$ cat src/rtl/ras_link_ctrl_pkg.sv
`default_nettype none
// ============================================================================
// Module   : ras_pkg
// Brief    : Shared widths and entry types for the linked-list return stack.
// Revision : 1.0
// ============================================================================
package ras_pkg;

    localparam int RAS_ADDR  = 4;
    localparam int RAS_DEPTH = 1 << RAS_ADDR;
    localparam int RAS_XLEN  = 32;

    typedef logic [RAS_ADDR-1:0] slot_t;
    typedef logic [RAS_XLEN-1:0] ra_t;

    typedef struct packed {
        ra_t   ra;
        slot_t link;
    } ras_entry_t;

endpackage
`default_nettype wire

$ cat src/rtl/ras_link_ctrl_if.sv
`default_nettype none
// ============================================================================
// Module   : ras_stack_if / ras_alloc_if
// Brief    : Client-side stack bus and allocator-side bus of ras_link_ctrl.
// Revision : 1.0
// ============================================================================
interface ras_stack_if #(
    parameter int ADDR = ras_pkg::RAS_ADDR,
    parameter int XLEN = ras_pkg::RAS_XLEN
);
    logic            push;
    logic [XLEN-1:0] push_data;
    logic            pop;
    logic            pop_valid;
    logic [XLEN-1:0] pop_data;
    logic            pop_underflow;
    logic [XLEN-1:0] peek_data;
    logic [ADDR:0]   count;
    logic            empty;
    logic            full;

    modport master (
        output push, push_data, pop,
        input  pop_valid, pop_data, pop_underflow, peek_data, count, empty, full
    );
    modport slave (
        input  push, push_data, pop,
        output pop_valid, pop_data, pop_underflow, peek_data, count, empty, full
    );
endinterface

interface ras_alloc_if #(
    parameter int ADDR = ras_pkg::RAS_ADDR
);
    logic [ADDR-1:0] alloc_addr;
    logic            alloc;
    logic            de_alloc;
    logic [ADDR-1:0] last_alloc_addr;
    logic            alloc_reset;
    logic [ADDR-1:0] reset_addr;

    modport master (
        input  alloc_addr,
        output alloc, de_alloc, last_alloc_addr, alloc_reset, reset_addr
    );
    modport slave (
        output alloc_addr,
        input  alloc, de_alloc, last_alloc_addr, alloc_reset, reset_addr
    );
endinterface
`default_nettype wire

$ cat src/rtl/ras_entry_mem.sv
`default_nettype none
// ============================================================================
// Module   : ras_entry_mem
// Brief    : Unreset entry array, one clocked write port, one async read port.
// Revision : 1.0
// ============================================================================
module ras_entry_mem
    import ras_pkg::*;
#(
    parameter int  DEPTH   = RAS_DEPTH,
    parameter int  ADDR    = RAS_ADDR,
    parameter type entry_t = ras_entry_t
) (
    input  wire logic            clk,
    input  wire logic            we,
    input  wire logic [ADDR-1:0] waddr,
    input  entry_t               wdata,
    input  wire logic [ADDR-1:0] raddr,
    output entry_t               rdata
);

    entry_t r_mem [DEPTH];

    always_ff @(posedge clk) begin
        if (we) begin
            r_mem[waddr] <= wdata;
        end
    end

    assign rdata = r_mem[raddr];

endmodule
`default_nettype wire

$ cat src/rtl/ras_link_ctrl.sv
`default_nettype none
// ============================================================================
// Module   : ras_link_ctrl
// Brief    : Linked-list return-address stack driving a slot allocator.
// Revision : 1.0
// ============================================================================
module ras_link_ctrl
    import ras_pkg::*;
#(
    parameter int ADDR         = RAS_ADDR,
    parameter int DEPTH        = RAS_DEPTH,
    parameter int XLEN         = RAS_XLEN,
    parameter int INITIAL_ADDR = 0
) (
    input  wire logic clk,
    input  wire logic reset,
    ras_stack_if.slave stk,
    ras_alloc_if.master alc
);

    typedef struct packed {
        logic [XLEN-1:0] ra;
        logic [ADDR-1:0] link;
    } entry_t;

    localparam logic [ADDR:0]   C_DEPTH = (ADDR+1)'(DEPTH);
    localparam logic [ADDR-1:0] C_INIT  = ADDR'(INITIAL_ADDR);

    logic [ADDR-1:0] r_top;
    logic [ADDR:0]   r_count;
    logic            r_pop_valid;
    logic [XLEN-1:0] r_pop_data;
    logic            r_pop_underflow;

    logic            w_empty;
    logic            w_full;
    logic            w_push_new;
    logic            w_replace;
    logic            w_pop_only;
    logic            w_we;
    logic [ADDR-1:0] w_waddr;
    entry_t          w_wdata;
    entry_t          w_rdata;

    assign w_empty    = (r_count == '0);
    assign w_full     = (r_count == C_DEPTH);
    // A pop on an empty stack never cancels the push: it allocates as usual.
    assign w_push_new = stk.push & (~stk.pop | w_empty);
    assign w_replace  = stk.push & stk.pop & ~w_empty;
    assign w_pop_only = stk.pop & ~stk.push & ~w_empty;

    assign w_we         = stk.push & ~reset;
    assign w_waddr      = w_replace ? r_top : alc.alloc_addr;
    assign w_wdata.ra   = stk.push_data;
    assign w_wdata.link = w_replace ? w_rdata.link : r_top;

    ras_entry_mem #(
        .DEPTH   (DEPTH),
        .ADDR    (ADDR),
        .entry_t (entry_t)
    ) u_mem (
        .clk   (clk),
        .we    (w_we),
        .waddr (w_waddr),
        .wdata (w_wdata),
        .raddr (r_top),
        .rdata (w_rdata)
    );

    always_ff @(posedge clk or posedge reset) begin
        if (reset) begin
            r_top           <= C_INIT;
            r_count         <= '0;
            r_pop_valid     <= 1'b0;
            r_pop_data      <= '0;
            r_pop_underflow <= 1'b0;
        end else begin
            r_pop_valid <= stk.pop;
            if (stk.pop) begin
                r_pop_data      <= w_empty ? '0 : w_rdata.ra;
                r_pop_underflow <= w_empty;
            end
            if (w_push_new) begin
                r_top <= alc.alloc_addr;
                if (!w_full) begin
                    r_count <= r_count + 1'b1;
                end
            end else if (w_pop_only) begin
                r_top   <= w_rdata.link;
                r_count <= r_count - 1'b1;
            end
        end
    end

    assign stk.pop_valid     = r_pop_valid;
    assign stk.pop_data      = r_pop_data;
    assign stk.pop_underflow = r_pop_underflow;
    assign stk.peek_data     = w_empty ? '0 : w_rdata.ra;
    assign stk.count         = r_count;
    assign stk.empty         = w_empty;
    assign stk.full          = w_full;

    assign alc.alloc           = w_push_new & ~reset;
    assign alc.de_alloc        = w_pop_only & ~reset;
    assign alc.last_alloc_addr = r_top;
    assign alc.alloc_reset     = reset;
    assign alc.reset_addr      = C_INIT;

endmodule
`default_nettype wire

$ cat src/flat_wrapper.sv
// flat-port wrapper written by rule: the top's interface ports become plain ports
module ras_link_ctrl_flat import ras_pkg::*;
#(
    parameter int ADDR         = RAS_ADDR,
    parameter int DEPTH        = RAS_DEPTH,
    parameter int XLEN         = RAS_XLEN,
    parameter int INITIAL_ADDR = 0
)
  (clk, reset, stk_push, stk_push_data, stk_pop, stk_pop_valid, stk_pop_data, stk_pop_underflow, stk_peek_data, stk_count, stk_empty, stk_full, alc_alloc_addr, alc_alloc, alc_de_alloc, alc_last_alloc_addr, alc_alloc_reset, alc_reset_addr);
  ras_stack_if #(.ADDR(ADDR), .XLEN(XLEN)) stk_i ();
  ras_alloc_if #(.ADDR(ADDR)) alc_i ();
  input  wire logic clk;
  input  wire logic reset;
  input wire logic [$bits(stk_i.push)-1:0] stk_push;
  input wire logic [$bits(stk_i.push_data)-1:0] stk_push_data;
  input wire logic [$bits(stk_i.pop)-1:0] stk_pop;
  output wire logic [$bits(stk_i.pop_valid)-1:0] stk_pop_valid;
  output wire logic [$bits(stk_i.pop_data)-1:0] stk_pop_data;
  output wire logic [$bits(stk_i.pop_underflow)-1:0] stk_pop_underflow;
  output wire logic [$bits(stk_i.peek_data)-1:0] stk_peek_data;
  output wire logic [$bits(stk_i.count)-1:0] stk_count;
  output wire logic [$bits(stk_i.empty)-1:0] stk_empty;
  output wire logic [$bits(stk_i.full)-1:0] stk_full;
  input wire logic [$bits(alc_i.alloc_addr)-1:0] alc_alloc_addr;
  output wire logic [$bits(alc_i.alloc)-1:0] alc_alloc;
  output wire logic [$bits(alc_i.de_alloc)-1:0] alc_de_alloc;
  output wire logic [$bits(alc_i.last_alloc_addr)-1:0] alc_last_alloc_addr;
  output wire logic [$bits(alc_i.alloc_reset)-1:0] alc_alloc_reset;
  output wire logic [$bits(alc_i.reset_addr)-1:0] alc_reset_addr;
  assign stk_i.push = stk_push;
  assign stk_i.push_data = stk_push_data;
  assign stk_i.pop = stk_pop;
  assign stk_pop_valid = stk_i.pop_valid;
  assign stk_pop_data = stk_i.pop_data;
  assign stk_pop_underflow = stk_i.pop_underflow;
  assign stk_peek_data = stk_i.peek_data;
  assign stk_count = stk_i.count;
  assign stk_empty = stk_i.empty;
  assign stk_full = stk_i.full;
  assign alc_i.alloc_addr = alc_alloc_addr;
  assign alc_alloc = alc_i.alloc;
  assign alc_de_alloc = alc_i.de_alloc;
  assign alc_last_alloc_addr = alc_i.last_alloc_addr;
  assign alc_alloc_reset = alc_i.alloc_reset;
  assign alc_reset_addr = alc_i.reset_addr;
  ras_link_ctrl #(.ADDR(ADDR), .DEPTH(DEPTH), .XLEN(XLEN), .INITIAL_ADDR(INITIAL_ADDR)) u_core (.clk(clk), .reset(reset), .stk(stk_i), .alc(alc_i));
endmodule
$ cat config.mk
export PLATFORM = sky130hd
export DESIGN_NAME = ras_link_ctrl_flat
export DESIGN_NICKNAME = d
export VERILOG_FILES = /design/src/rtl/ras_link_ctrl_pkg.sv /design/src/rtl/ras_link_ctrl_if.sv /design/src/rtl/ras_entry_mem.sv /design/src/rtl/ras_link_ctrl.sv /design/src/flat_wrapper.sv
export SDC_FILE = /design/constraint.sdc
export NUM_CORES = 1
export LEC_CHECK = 0
export ABC_AREA = 1
export CAP_MARGIN = 15
export CELL_PAD_IN_SITES_DETAIL_PLACEMENT = 1
export CELL_PAD_IN_SITES_GLOBAL_PLACEMENT = 1
export CORE_UTILIZATION = 44
export DETAILED_ROUTE_END_ITERATION = 6
export GPL_TIMING_DRIVEN = 0
export PLACE_DENSITY_LB_ADDON = 0.1
export SETUP_SLACK_MARGIN = 0.15
export SYNTH_ARGS = -nofsm -noshare
export SYNTH_HDL_FRONTEND = slang
export SYNTH_SLANG_ARGS = --single-unit
$ cat constraint.sdc
create_clock -name clk -period 3.17 [get_ports clk]
set_clock_uncertainty 0.05 [all_clocks]
set_input_delay 0.634 -clock clk [delete_from_list [all_inputs] [get_ports clk]]
set_output_delay 0.634 -clock clk [all_outputs]
set_load 0.02 [all_outputs]
==> results.py <==
metrics = {
    "status": {
        "status": "finished with violations",
        "failed_checks": "setup timing",
    },
    "synth": {
        "yosys.area.top_type": "edfxtp_1",
        "synth_top_cell_area_share": 0.6821,
        "netlist-cell-type-count": 32,
        "ys_warn_count": 0,
        "synth_seq_cells": 619,
        "syn_inst": 2201,
        "ys_top_cells_by_area": "edfxtp_1, nand2_1, nand3_1",
        "avgSynthCellArea_um2": 11.52,
        "netlist_area_um2": 25360,
        "seq_area_frac_synth": 0.7246,
    },
    "cts": {
        "cts_tree": "built",
        "cts_sinks": 619,
        "clk_pin_slew_worst_paths_ps": 60,
        "clock_latency_ps": 610,
        "root_buffer": "clkbuf_16",
        "numCtsBuffers": 67,
        "cts_max_level": 3,
        "clockBufferDepth": 3,
    },
    "timing": {
        "fmax_mhz": 309.5,
        "finalSetupViolCount": 8,
        "finalHoldViolations": 0,
        "slew-limit-headroom": 0.4486,
        "rsz0062_at_grt": "yes",
        "fin_ws_ps": -60.94,
        "slew_viol_final": 0,
        "fin_tns_setup_ps": -155.8,
        "holdWs_ps": 428.1,
        "worst_pin_slew_ps": 827.1,
        "timing.final.crit_share": 1.019,
        "min_period_ps": 3231,
    },
    "layout": {
        "final_cell_mix": "nand2_1, edfxtp_1, nand3_1",
        "final_common_cell": "nand2_1",
        "area_growth_pct": 29.31,
        "stdcell_count": 3301,
        "nets": 2536,
        "finalInstanceArea_um2": 32790,
        "layout-drive-gt1-share": 0.2297,
    },
    "worst_setup_path": {
        "crit_path_max_incr_delay_ps": 390,
        "path_buf_inv": 7,
        "critPathSlowestCell": "dfrtp_1",
        "start_kind": "register",
        "worstPathMaxFanout": 7,
        "worst-path-stages": 13,
        "rr_startpoint": "u_core.stk.count[0]",
        "worst-r2r-setup-slack_ps": 300,
        "rr_endpoint": "u_core.u_mem.r_mem[12][19]",
        "reg2reg_depth": 9,
        "cpMostUsedCell": "buf_12",
        "endpoint_kind": "output pin",
        "crit_chain": "buf_6, inv_12, buf_12, buf_12, buf_12, buf_12, nand2_1, nand3_1, nand3_1, nand2_1, nand2_1, a21oi_2, buf_6",
        "cp_top_family": "buffers and inverters",
        "worstPathRequired_ps": 2490,
        "critical_path_class": "reg -> out",
        "arrival_ps": 2550,
    },
    "global_route": {
        "track_usage": 0.3095,
        "grt_pass1_vias": 19700,
        "grt_start_max_net_pins": 30,
        "antenna_found_initial": 1,
        "grt_pass1_wl_um": 131000,
        "grt_overflow_total": 0,
    },
    "route": {
        "ant_nets": 0,
        "routedWlPerCell_um": 28.07,
        "first_iter_violations": 1842,
        "first_pass_iters": 5,
        "vias": 19140,
        "wl_um": 92650,
        "drc": 0,
        "via_per_inst": 5.798,
    },
    "run": {
        "drv_cap": 0,
    },
    "placed_design": {
        "place_hpwl_um": 56190,
        "placed_area_um2": 28010,
        "port_buffers": 119,
        "dp.cells": 3098,
        "place_congestion": 0.7870,
    },
    "worst_hold_path": {
        "whs_endpoint": "u_core.stk.pop_data[25]",
        "hold_path_class": "reg -> reg",
        "min-delay-start": "u_core.stk.pop_data[25]",
        "min_path_cells": 2,
    },
    "floorplan": {
        "io-pin-count": 124,
        "die_x_um": 242.1,
        "start_util": 0.4471,
        "die_h_um": 242.1,
        "coreArea_um2": 56710,
        "die-area_um2": 58590,
        "fp-row-count": 87,
    },
    "power": {
        "p_leak_nw": 12.52,
        "peakVddDrop_mv": 0.5962,
        "p_per_area_nw_per_um2": 1021,
        "power_mw": 33.49,
    },
}
cell usage after synthesis, drive strengths merged:
master,number
nor2,46
conb,1
nand4,3
dfrtp,43
edfxtp,576
o211ai,10
clkbuf,18
o21a,1
fa,1
xor2,3
clkinv,1
or2,1
ha,3
buf,119
nand2,824
o21ai,25
nand3,453
a21oi,35
inv,37
o21bai,1
worst max path at each step:
stage / start / endpoint / slack, ps
after global routing: u_core.alc.last_alloc_addr[0] / stk_peek_data[6] / -130
after global placement: stk_pop / u_core.u_mem.r_mem[1][18] / -3540
after detailed placement: stk_pop / u_core.u_mem.r_mem[3][20] / -850
after floorplan: stk_pop / u_core.u_mem.r_mem[2][0] / -290
final: u_core.alc.last_alloc_addr[0] / stk_peek_data[12] / -60
after CTS: u_core.alc.last_alloc_addr[0] / stk_peek_data[25] / -40
per-layer routing:
metal	track usage	routed length (um)
met5	0	0
met4	0.1065	3013
met3	0.04642	6910
met2	0.5248	45810
met1	0.4065	36910
tightest hold or removal path, stage by stage (launching register included):
cell	delay [ps]
dfrtp_1	340
nand2_1	50
nand2_1	50
per-stage QoR:
stage                       util  setup WS (ps)
after floorplan                -         -292.5
after global placement    0.4850          -3541
after detailed placement  0.4939         -846.8
after CTS                 0.5620         -36.01
after global routing      0.5781         -127.9
final                     0.5782         -60.94
cell families (layout without fill, tap and decap cells):
family	Yosys count	in the layout	share of synthesized area
buffers and inverters	175	513	0.03469
AOI/OAI and AO/OA	72	72	0.01584
adders and majority gates	4	4	0.002270
DFF	619	619	0.7246
and+or+nand+nor	1327	1328	0.2215
other	1	6	0.0001479
xor gates and xnor gates	3	3	0.001036
state kept, by name, indices dropped and copies added, names as in the netlist:
| name | flops |
|---|---|
| u_core.alc.last_alloc_addr | 4 |
| u_core.stk.count | 5 |
| u_core.stk.pop_data | 32 |
| u_core.stk.pop_underflow | 1 |
| u_core.stk.pop_valid | 1 |
| u_core.u_mem.r_mem | 576 |
layout make-up:
class                      instances  area, um2
antenna                            2      5.005
buffer                           137       1343
clock buffer                      94       1923
clock inverter                    26      374.1
fill                            5712      23920
inverter                          38      160.2
multi-input combinational       1411       7002
sequential                       619      18380
tap                              756      945.9
timing repair buffer             218       2660
timing repair:
item,4_1_cts,5_1_grt
setup endpoints to repair,536,44
pin swaps,57,70
setup buffers,47,25
hold buffers,0,0
resized for setup,463,159
gates cloned,5,4
report_power, final:
group          internal, mW  total (mW)  switching (mW)
clock                  5.04        8.30            3.26
sequential             9.50        9.73           0.236
combinational          5.74        15.5            9.72
Note: power is estimated with default switching activity, not from simulation.
